File: config.mk
export PLATFORM = sky130hd
export DESIGN_NAME = mcycle_cu_flat
export DESIGN_NICKNAME = d
export VERILOG_FILES = /design/src/rtl/mcycle_pkg.sv /design/src/rtl/mcycle_cu_if.sv /design/src/rtl/mcycle_decode.sv /design/src/rtl/mcycle_cu.sv /design/src/flat_wrapper.sv
export SDC_FILE = /design/constraint.sdc
export NUM_CORES = 1
export LEC_CHECK = 0
export CAP_MARGIN = 20
export CORE_AREA = 2 2 59 61
export CTS_BUF_LIST = sky130_fd_sc_hd__clkbuf_4
export CTS_CLUSTER_SIZE = 12
export DETAILED_ROUTE_END_ITERATION = 8
export DIE_AREA = 0 0 61 63
export PLACE_DENSITY = 0.79
export SLEW_MARGIN = 10
export SYNTH_ARGS = -nofsm -noshare
export SYNTH_HDL_FRONTEND = slang
export SYNTH_SLANG_ARGS = --single-unit
File: constraint.sdc
create_clock -name clk -period 2.6 [get_ports clk]
set_input_delay 0.78 -clock clk [delete_from_list [all_inputs] [get_ports clk]]
set_output_delay 0.78 -clock clk [all_outputs]
set_load 0.02 [all_outputs]
File: src/rtl/mcycle_pkg.sv
// Shared types and constants for the multi-cycle LEGv8 control unit:
// FSM states, instruction classes, opcode patterns and datapath select encodings.
package mcycle_pkg;

  typedef enum logic [2:0] {
    S_FETCH  = 3'd0,
    S_DECODE = 3'd1,
    S_EXEC   = 3'd2,
    S_MEM    = 3'd3,
    S_WB     = 3'd4,
    S_HALT   = 3'd5
  } state_e;

  typedef enum logic [3:0] {
    C_NONE, C_ADD, C_SUB, C_AND, C_ORR, C_LDUR, C_STUR,
    C_ADDI, C_SUBI, C_ANDI, C_ORRI, C_CBZ, C_CBNZ, C_B
  } class_e;

  // Patterns are the significant leading bits only; trailing bits are don't-care.
  localparam logic [10:0] OP_ADD  = 11'b10001011000;
  localparam logic [10:0] OP_SUB  = 11'b11001011000;
  localparam logic [10:0] OP_AND  = 11'b10001010000;
  localparam logic [10:0] OP_ORR  = 11'b10101010000;
  localparam logic [10:0] OP_LDUR = 11'b11111000010;
  localparam logic [10:0] OP_STUR = 11'b11111000000;
  localparam logic [9:0]  OP_ADDI = 10'b1001000100;
  localparam logic [9:0]  OP_SUBI = 10'b1101000100;
  localparam logic [9:0]  OP_ANDI = 10'b1001001000;
  localparam logic [9:0]  OP_ORRI = 10'b1011001000;
  localparam logic [7:0]  OP_CBZ  = 8'b10110100;
  localparam logic [7:0]  OP_CBNZ = 8'b10110101;
  localparam logic [5:0]  OP_B    = 6'b000101;

  localparam logic [2:0] ALU_ADD   = 3'd0;
  localparam logic [2:0] ALU_SUB   = 3'd1;
  localparam logic [2:0] ALU_AND   = 3'd2;
  localparam logic [2:0] ALU_ORR   = 3'd3;
  localparam logic [2:0] ALU_PASSB = 3'd4;

  localparam logic [1:0] SEU_I  = 2'b00;
  localparam logic [1:0] SEU_D  = 2'b01;
  localparam logic [1:0] SEU_B  = 2'b10;
  localparam logic [1:0] SEU_CB = 2'b11;

  typedef struct packed {
    logic       reg2loc;
    logic       alu_src;
    logic       mem_to_reg;
    logic [1:0] seu;
    logic [2:0] alu_op;
  } sel_t;

  function automatic logic is_branch(class_e c);
    return (c == C_CBZ) || (c == C_CBNZ) || (c == C_B);
  endfunction

  function automatic logic is_mem(class_e c);
    return (c == C_LDUR) || (c == C_STUR);
  endfunction

  // Datapath selects for a class; anything not meaningful for the class stays 0.
  function automatic sel_t class_sels(class_e c);
    sel_t s;
    s = '0;
    case (c)
      C_SUB:  s.alu_op = ALU_SUB;
      C_AND:  s.alu_op = ALU_AND;
      C_ORR:  s.alu_op = ALU_ORR;
      C_ADDI: s.alu_src = 1'b1;
      C_SUBI: begin s.alu_src = 1'b1; s.alu_op = ALU_SUB; end
      C_ANDI: begin s.alu_src = 1'b1; s.alu_op = ALU_AND; end
      C_ORRI: begin s.alu_src = 1'b1; s.alu_op = ALU_ORR; end
      C_LDUR: begin s.alu_src = 1'b1; s.seu = SEU_D; s.mem_to_reg = 1'b1; end
      C_STUR: begin s.reg2loc = 1'b1; s.alu_src = 1'b1; s.seu = SEU_D; end
      C_CBZ, C_CBNZ: begin s.reg2loc = 1'b1; s.seu = SEU_CB; s.alu_op = ALU_PASSB; end
      C_B:    s.seu = SEU_B;
      default: ;
    endcase
    return s;
  endfunction

endpackage

File: src/rtl/mcycle_cu_if.sv
// Control-unit bundle: instruction/status inputs from the datapath and
// the control strobes, selects and trap flags returned to it.
interface mcycle_cu_if #(
  parameter int OPW    = 11,
  parameter int ALUOPW = 3
);
  logic [OPW-1:0]    opcode;
  logic              zero;
  logic              mem_ready;
  logic              ir_wr, pc_wr, pc_src;
  logic              mem_rd, mem_wr;
  logic              reg2loc, alu_src, mem_to_reg, reg_wr;
  logic [1:0]        seu;
  logic [ALUOPW-1:0] alu_op;
  logic              illegal, timeout;
  logic [2:0]        state;

  modport master (
    output opcode, zero, mem_ready,
    input  ir_wr, pc_wr, pc_src, mem_rd, mem_wr, reg2loc, alu_src,
           mem_to_reg, reg_wr, seu, alu_op, illegal, timeout, state
  );

  modport slave (
    input  opcode, zero, mem_ready,
    output ir_wr, pc_wr, pc_src, mem_rd, mem_wr, reg2loc, alu_src,
           mem_to_reg, reg_wr, seu, alu_op, illegal, timeout, state
  );
endinterface

File: src/rtl/mcycle_decode.sv
// Purely combinational opcode classifier; longer patterns take priority
// over shorter ones (11-bit, then 10-bit, then 8-bit, then 6-bit).
module mcycle_decode
  import mcycle_pkg::*;
#(
  parameter int OPW = 11
) (
  input  logic [OPW-1:0] i_opcode,
  output class_e         o_class
);

  logic [10:0] w_op;
  assign w_op = i_opcode[OPW-1 -: 11];

  always_comb begin
    // NOTE: default first so every path assigns o_class and no latch is inferred.
    o_class = C_NONE;
    if      (w_op == OP_ADD)        o_class = C_ADD;
    else if (w_op == OP_SUB)        o_class = C_SUB;
    else if (w_op == OP_AND)        o_class = C_AND;
    else if (w_op == OP_ORR)        o_class = C_ORR;
    else if (w_op == OP_LDUR)       o_class = C_LDUR;
    else if (w_op == OP_STUR)       o_class = C_STUR;
    else if (w_op[10:1] == OP_ADDI) o_class = C_ADDI;
    else if (w_op[10:1] == OP_SUBI) o_class = C_SUBI;
    else if (w_op[10:1] == OP_ANDI) o_class = C_ANDI;
    else if (w_op[10:1] == OP_ORRI) o_class = C_ORRI;
    else if (w_op[10:3] == OP_CBZ)  o_class = C_CBZ;
    else if (w_op[10:3] == OP_CBNZ) o_class = C_CBNZ;
    else if (w_op[10:5] == OP_B)    o_class = C_B;
  end

endmodule

File: src/rtl/mcycle_cu.sv
// Multi-cycle control unit: FETCH/DECODE/EXEC/MEM/WB sequencing with a bounded
// memory-wait counter and sticky illegal/timeout traps that park the FSM in HALT.
module mcycle_cu
  import mcycle_pkg::*;
#(
  parameter int OPW      = 11,
  parameter int ALUOPW   = 3,
  parameter int WAIT_MAX = 15
) (
  input logic         clk,
  input logic         rst,
  mcycle_cu_if.slave  bus
);

  localparam int WCW = $clog2(WAIT_MAX + 1);

  state_e         r_state;
  class_e         r_class;
  sel_t           r_sel;
  logic [WCW-1:0] r_wait;
  logic           r_illegal, r_timeout;

  class_e         w_dec_class;
  logic [WCW-1:0] w_wait_inc;
  logic           w_wait_hit;
  logic           w_ir_wr, w_pc_wr, w_pc_src, w_mem_rd, w_mem_wr, w_reg_wr;

  mcycle_decode #(.OPW(OPW)) u_decode (
    .i_opcode (bus.opcode),
    .o_class  (w_dec_class)
  );

  assign w_wait_inc = r_wait + WCW'(1);
  assign w_wait_hit = (w_wait_inc == WCW'(WAIT_MAX));

  always_ff @(posedge clk or posedge rst) begin
    if (rst) begin
      r_state   <= S_FETCH;
      r_class   <= C_NONE;
      r_sel     <= '0;
      r_wait    <= '0;
      r_illegal <= 1'b0;
      r_timeout <= 1'b0;
    end else begin
      // NOTE: non-blocking assignments so every register samples pre-edge values.
      case (r_state)
        S_FETCH: begin
          if (bus.mem_ready) begin
            r_state <= S_DECODE;
          end else begin
            r_wait <= w_wait_inc;
            if (w_wait_hit) begin
              r_timeout <= 1'b1;
              r_state   <= S_HALT;
            end
          end
        end
        S_DECODE: begin
          r_class <= w_dec_class;
          if (w_dec_class == C_NONE) begin
            r_illegal <= 1'b1;
            r_state   <= S_HALT;
          end else begin
            r_sel   <= class_sels(w_dec_class);
            r_state <= S_EXEC;
          end
        end
        S_EXEC: begin
          if (is_branch(r_class)) begin
            r_sel   <= '0;
            r_wait  <= '0;
            r_state <= S_FETCH;
          end else if (is_mem(r_class)) begin
            r_wait  <= '0;
            r_state <= S_MEM;
          end else begin
            r_state <= S_WB;
          end
        end
        S_MEM: begin
          // A completing handshake beats an expiring wait counter in the same cycle.
          if (bus.mem_ready) begin
            if (r_class == C_LDUR) begin
              r_state <= S_WB;
            end else begin
              r_sel   <= '0;
              r_wait  <= '0;
              r_state <= S_FETCH;
            end
          end else begin
            r_wait <= w_wait_inc;
            if (w_wait_hit) begin
              r_timeout <= 1'b1;
              r_sel     <= '0;
              r_state   <= S_HALT;
            end
          end
        end
        S_WB: begin
          r_sel   <= '0;
          r_wait  <= '0;
          r_state <= S_FETCH;
        end
        S_HALT: ;
        default: r_state <= S_HALT;
      endcase
    end
  end

  // Strobes follow the current state and same-cycle handshake inputs; all 0 in reset.
  always_comb begin
    w_ir_wr  = 1'b0;
    w_pc_wr  = 1'b0;
    w_pc_src = 1'b0;
    w_mem_rd = 1'b0;
    w_mem_wr = 1'b0;
    w_reg_wr = 1'b0;
    if (!rst) begin
      case (r_state)
        S_FETCH: begin
          w_mem_rd = 1'b1;
          w_ir_wr  = bus.mem_ready;
        end
        S_EXEC: begin
          if (is_branch(r_class)) begin
            w_pc_wr  = 1'b1;
            w_pc_src = (r_class == C_B) ||
                       ((r_class == C_CBZ)  &&  bus.zero) ||
                       ((r_class == C_CBNZ) && !bus.zero);
          end
        end
        S_MEM: begin
          w_mem_rd = (r_class == C_LDUR);
          w_mem_wr = (r_class == C_STUR);
          w_pc_wr  = (r_class == C_STUR) && bus.mem_ready;
        end
        S_WB: begin
          w_reg_wr = 1'b1;
          w_pc_wr  = 1'b1;
        end
        default: ;
      endcase
    end
  end

  assign bus.ir_wr      = w_ir_wr;
  assign bus.pc_wr      = w_pc_wr;
  assign bus.pc_src     = w_pc_src;
  assign bus.mem_rd     = w_mem_rd;
  assign bus.mem_wr     = w_mem_wr;
  assign bus.reg_wr     = w_reg_wr;
  assign bus.reg2loc    = r_sel.reg2loc;
  assign bus.alu_src    = r_sel.alu_src;
  assign bus.mem_to_reg = r_sel.mem_to_reg;
  assign bus.seu        = r_sel.seu;
  assign bus.alu_op     = ALUOPW'(r_sel.alu_op);
  assign bus.illegal    = r_illegal;
  assign bus.timeout    = r_timeout;
  assign bus.state      = r_state;

endmodule

File: src/flat_wrapper.sv
// flat-port wrapper written by rule: the top's interface ports become plain ports
module mcycle_cu_flat import mcycle_pkg::*;
#(
  parameter int OPW      = 11,
  parameter int ALUOPW   = 3,
  parameter int WAIT_MAX = 15
)
  (clk, rst, bus_opcode, bus_zero, bus_mem_ready, bus_ir_wr, bus_pc_wr, bus_pc_src, bus_mem_rd, bus_mem_wr, bus_reg2loc, bus_alu_src, bus_mem_to_reg, bus_reg_wr, bus_seu, bus_alu_op, bus_illegal, bus_timeout, bus_state);
  mcycle_cu_if #(.OPW(OPW), .ALUOPW(ALUOPW)) bus_i ();
  input logic clk;
  input logic rst;
  input wire logic [$bits(bus_i.opcode)-1:0] bus_opcode;
  input wire logic [$bits(bus_i.zero)-1:0] bus_zero;
  input wire logic [$bits(bus_i.mem_ready)-1:0] bus_mem_ready;
  output wire logic [$bits(bus_i.ir_wr)-1:0] bus_ir_wr;
  output wire logic [$bits(bus_i.pc_wr)-1:0] bus_pc_wr;
  output wire logic [$bits(bus_i.pc_src)-1:0] bus_pc_src;
  output wire logic [$bits(bus_i.mem_rd)-1:0] bus_mem_rd;
  output wire logic [$bits(bus_i.mem_wr)-1:0] bus_mem_wr;
  output wire logic [$bits(bus_i.reg2loc)-1:0] bus_reg2loc;
  output wire logic [$bits(bus_i.alu_src)-1:0] bus_alu_src;
  output wire logic [$bits(bus_i.mem_to_reg)-1:0] bus_mem_to_reg;
  output wire logic [$bits(bus_i.reg_wr)-1:0] bus_reg_wr;
  output wire logic [$bits(bus_i.seu)-1:0] bus_seu;
  output wire logic [$bits(bus_i.alu_op)-1:0] bus_alu_op;
  output wire logic [$bits(bus_i.illegal)-1:0] bus_illegal;
  output wire logic [$bits(bus_i.timeout)-1:0] bus_timeout;
  output wire logic [$bits(bus_i.state)-1:0] bus_state;
  assign bus_i.opcode = bus_opcode;
  assign bus_i.zero = bus_zero;
  assign bus_i.mem_ready = bus_mem_ready;
  assign bus_ir_wr = bus_i.ir_wr;
  assign bus_pc_wr = bus_i.pc_wr;
  assign bus_pc_src = bus_i.pc_src;
  assign bus_mem_rd = bus_i.mem_rd;
  assign bus_mem_wr = bus_i.mem_wr;
  assign bus_reg2loc = bus_i.reg2loc;
  assign bus_alu_src = bus_i.alu_src;
  assign bus_mem_to_reg = bus_i.mem_to_reg;
  assign bus_reg_wr = bus_i.reg_wr;
  assign bus_seu = bus_i.seu;
  assign bus_alu_op = bus_i.alu_op;
  assign bus_illegal = bus_i.illegal;
  assign bus_timeout = bus_i.timeout;
  assign bus_state = bus_i.state;
  mcycle_cu #(.OPW(OPW), .ALUOPW(ALUOPW), .WAIT_MAX(WAIT_MAX)) u_core (.clk(clk), .rst(rst), .bus(bus_i));
endmodule
==> impl_metrics.prom <==
# TYPE chip_impl_metric gauge
chip_impl_info{name="hold_wc_startpoint",value="u_core.bus.illegal$_DFFE_PP0P_"} 1
chip_impl_metric{name="skew",unit="ns"} 0.0112
chip_impl_info{name="top_regs",value="u_core.r_class x4, u_core.r_wait x4"} 1
chip_impl_metric{name="multiInputGateArea",unit="mm²"} 0.00109
chip_impl_metric{name="yosys_register_bits",unit=""} 21
chip_impl_metric{name="grt_pass1_wl",unit="mm"} 8.11
chip_impl_metric{name="cap_violations",unit=""} 0
chip_impl_info{name="post_synth_main_area_contributors",value="sky130_fd_sc_hd__dfrtp_1 32%, sky130_fd_sc_hd__nor2_1 3.7%, sky130_fd_sc_hd__a21oi_1 3.1%"} 1
chip_impl_metric{name="leakage",unit="µW"} 0.00117
chip_impl_metric{name="via_per_inst",unit=""} 5.79
chip_impl_metric{name="max_clock_freq",unit="GHz"} 0.384
chip_impl_info{name="timing.setup.critical_path_class",value="flop to output port"} 1
chip_impl_metric{name="share_of_the_clock_period_used_by_the_worst_path",unit=""} 1.00
chip_impl_metric{name="ff_latch_area",unit="µm²"} 527
chip_impl_metric{name="dieHeight",unit="µm"} 63
chip_impl_metric{name="place_congestion",unit=""} 0.880
chip_impl_info{name="failed_checks",value="negative setup slack"} 1
chip_impl_info{name="grt_setup_unrepaired",value="yes"} 1
chip_impl_metric{name="post-route-util",unit=""} 0.775
chip_impl_metric{name="route.final.wire_length",unit="mm"} 4.95
chip_impl_metric{name="critPathMaxFanout",unit=""} 4
chip_impl_metric{name="cts-buffers-inserted",unit=""} 3
chip_impl_info{name="critical_path.reg2reg.startpoint",value="u_core.r_wait[0]$_DFFE_PP0P_"} 1
chip_impl_metric{name="fin_hold_viols",unit=""} 0
chip_impl_metric{name="grt_overflow_total",unit=""} 0
chip_impl_metric{name="fp.dieW",unit="µm"} 61
chip_impl_metric{name="hold-worst-slack",unit="ns"} 0.489
chip_impl_info{name="most-common-layout-cells",value="64 x sky130_fd_sc_hd__buf_4, 20 x sky130_fd_sc_hd__dfrtp_1, 15 x sky130_fd_sc_hd__nor2_1, 15 x sky130_fd_sc_hd__clkdlybuf4s50_1, 12 x sky130_fd_sc_hd__nand2_1"} 1
chip_impl_info{name="synthDominantAreaCellType",value="sky130_fd_sc_hd__dfrtp_1"} 1
chip_impl_metric{name="synthDominantCellAreaShare",unit=""} 0.325
chip_impl_info{name="min-delay-path-class",value="flop to flop"} 1
chip_impl_info{name="setup.worst_path.end_class",value="output port"} 1
chip_impl_metric{name="largest_net_degree_at_the_start_of_global_routing",unit=""} 17
chip_impl_metric{name="drive_gt1_frac",unit=""} 0.337
chip_impl_metric{name="antenna_found_initial",unit=""} 0
chip_impl_metric{name="routed-via-count",unit=""} 1864
chip_impl_metric{name="core_area",unit="mm²"} 0.00323
chip_impl_metric{name="clkTransAtPathRegs",unit="ns"} 0.12
chip_impl_metric{name="synth.cell_area",unit="mm²"} 0.00162
chip_impl_info{name="status",value="finished, violations left"} 1
chip_impl_metric{name="worst_skew_pair.late_latency",unit="ns"} 0.31
chip_impl_metric{name="finalCriticalPeriod",unit="ns"} 2.61
chip_impl_metric{name="std_cell_rows",unit=""} 21
chip_impl_metric{name="synthToLayoutAreaGrowth",unit="%"} 54.8
chip_impl_metric{name="max_slew.worst_pin.slew",unit="ns"} 0.548
chip_impl_metric{name="cts_sinks",unit=""} 21
chip_impl_metric{name="nFillCells",unit=""} 230
chip_impl_metric{name="input_output_buffers",unit=""} 33
chip_impl_info{name="synthFlopType",value="sky130_fd_sc_hd__dfrtp_1"} 1
chip_impl_metric{name="share_of_synthesized_registers_carrying_an_async_set_or_reset",unit=""} 1.00
chip_impl_metric{name="slew_margin_rel",unit=""} 0.631
chip_impl_info{name="startpoint_type",value="flop"} 1
chip_impl_info{name="cts_tree",value="built"} 1
chip_impl_info{name="mostFrequentLayoutCell",value="sky130_fd_sc_hd__buf_4"} 1
chip_impl_metric{name="timing.final.max_slew_violations",unit=""} 0
chip_impl_info{name="startpoint",value="u_core.r_class[2]$_DFFE_PP0P_"} 1
chip_impl_metric{name="first_pass_iters",unit=""} 5
chip_impl_metric{name="route.detailed.wl_per_inst",unit="µm"} 15.4
chip_impl_metric{name="fin_nets",unit=""} 294
chip_impl_metric{name="number_of_global_route_vias_before_repair",unit=""} 1789
chip_impl_metric{name="postSynthCellCount",unit=""} 185
chip_impl_metric{name="postRouteAntennaNets",unit=""} 0
chip_impl_metric{name="power.density",unit="mW/mm²"} 644
chip_impl_metric{name="dp_hpwl",unit="mm"} 3.83
chip_impl_metric{name="start_util",unit=""} 0.501
chip_impl_metric{name="synth-edff-count",unit=""} 0
chip_impl_metric{name="mapped_nets",unit=""} 202
chip_impl_metric{name="synth.yosys.seq_area_share",unit=""} 0.325
chip_impl_metric{name="max-clock-path-buffers",unit=""} 2
chip_impl_metric{name="worstPathArrival",unit="ns"} 1.83
chip_impl_metric{name="drcViolationCount",unit=""} 0
chip_impl_metric{name="die_area",unit="mm²"} 0.00384
chip_impl_metric{name="groute.usage.overall",unit=""} 0.272
chip_impl_metric{name="crit_required",unit="ns"} 1.82
chip_impl_metric{name="syn-mean-instance-area",unit="µm²"} 8.74
chip_impl_metric{name="htree_num_levels",unit=""} 1
chip_impl_info{name="cts_root_buffer",value="sky130_fd_sc_hd__clkbuf_4"} 1
chip_impl_metric{name="report.final.setup_viol",unit=""} 1
chip_impl_metric{name="post-layout-total-power",unit="µW"} 1610
chip_impl_metric{name="final.setup.worst_slack",unit="ns"} -0.00511
chip_impl_metric{name="antenna-diode-count",unit=""} 0
chip_impl_metric{name="ys_types",unit=""} 56
chip_impl_metric{name="ios",unit=""} 34
chip_impl_metric{name="detailedRoute.firstIterationViolations",unit=""} 115
chip_impl_metric{name="worst_ir_drop_vdd",unit="mV"} 0.586
chip_impl_metric{name="yosys_warnings",unit=""} 0
==> cells in the mapped netlist, types with 5 or more instances <==
master                     instances
sky130_fd_sc_hd__clkbuf_1          5
sky130_fd_sc_hd__nor2_1           16
sky130_fd_sc_hd__inv_1             8
sky130_fd_sc_hd__and3_1            5
sky130_fd_sc_hd__nor2b_1           6
sky130_fd_sc_hd__dfrtp_1          21
sky130_fd_sc_hd__o21ai_0           9
sky130_fd_sc_hd__a21oi_1          10
sky130_fd_sc_hd__nor3_1            5
sky130_fd_sc_hd__nand4_1           5
sky130_fd_sc_hd__nand2b_1          8
sky130_fd_sc_hd__nand2_1          12
==> cells by family after synthesis <==
| family | after synthesis | share of synthesized area |
|---|---|---|
| AND/OR/NAND/NOR | 88 | 0.357 |
| AO/OA/AOI/OAI | 55 | 0.243 |
| flip-flops | 21 | 0.325 |
| buffers and inverters | 16 | 0.0433 |
| XOR/XNOR | 2 | 0.0108 |
| adder cells (fa/ha/maj) | 2 | 0.0155 |
| multiplexers | 1 | 0.00619 |
==> routing by layer <==
metal	vias up	wire length [µm]	global-route usage
met3	8	266	0.0497
met4	0	55	0.0571
met2	70	2500	0.444
li1	880	-	-
met5	-	0	0
met1	906	2120	0.373
==> per-stage QoR <==
stage	cell area [µm²]	setup slack [ns]	TNS (ns)	std cells
6_report	2500	-0.00511	-0.00511	322
2_1_floorplan	1620	0.106	0	185
4_1_cts	2450	-0.0287	-0.0287	319
3_5_place_dp	2400	-0.470	-6.40	314
3_3_place_gp	2400	-0.461	-6.46	314
5_1_grt	2500	-0.0805	-0.215	322
==> critical path, stage by stage (launching register included) <==
cell                       delay, ns
sky130_fd_sc_hd__dfrtp_1        0.46
sky130_fd_sc_hd__nor2b_4        0.18
sky130_fd_sc_hd__a21o_1         0.11
sky130_fd_sc_hd__nand4b_1       0.17
sky130_fd_sc_hd__buf_4          0.19
sky130_fd_sc_hd__a221oi_2       0.23
sky130_fd_sc_hd__buf_4          0.18
==> worst paths after layout <==
kind	to	slack [ns]	depth (start not counted)
worst min register to register	u_core.bus.illegal$_DFFE_PP0P_	0.49	1
max in group asynchronous	u_core.bus.mem_to_reg$_DFFE_PP0P_	1.61	3
worst max-delay path	bus_pc_wr	-0.005	6
worst max register to register	u_core.bus.seu[0]$_DFFE_PP0P_	0.55	7
worst min-delay path	u_core.bus.illegal$_DFFE_PP0P_	0.49	1
min in group asynchronous	u_core.r_class[3]$_DFFE_PP0P_	0.74	3
==> where the power goes <==
part | internal (µW) | switching (µW)
logic | 482 | 492
registers | 398 | 84.0
clock network | 57.4 | 100
total | 937 | 676
==> layout make-up <==
type	instances	share of cell area
multi-input combinational	148	0.436
timing repair buffer	95	0.308
sequential	21	0.210
tap	46	0.0230
inverter	8	0.0120
clock buffer	3	0.00899
clock inverter	1	0.00200
==> repair_timing <==
action,in CTS,in global routing
gates resized for setup,35,15
setup buffers,1,3
setup endpoints to repair,13,6
pin swaps,7,5
hold buffers,0,0
Note: power is estimated with default switching activity, not from simulation.
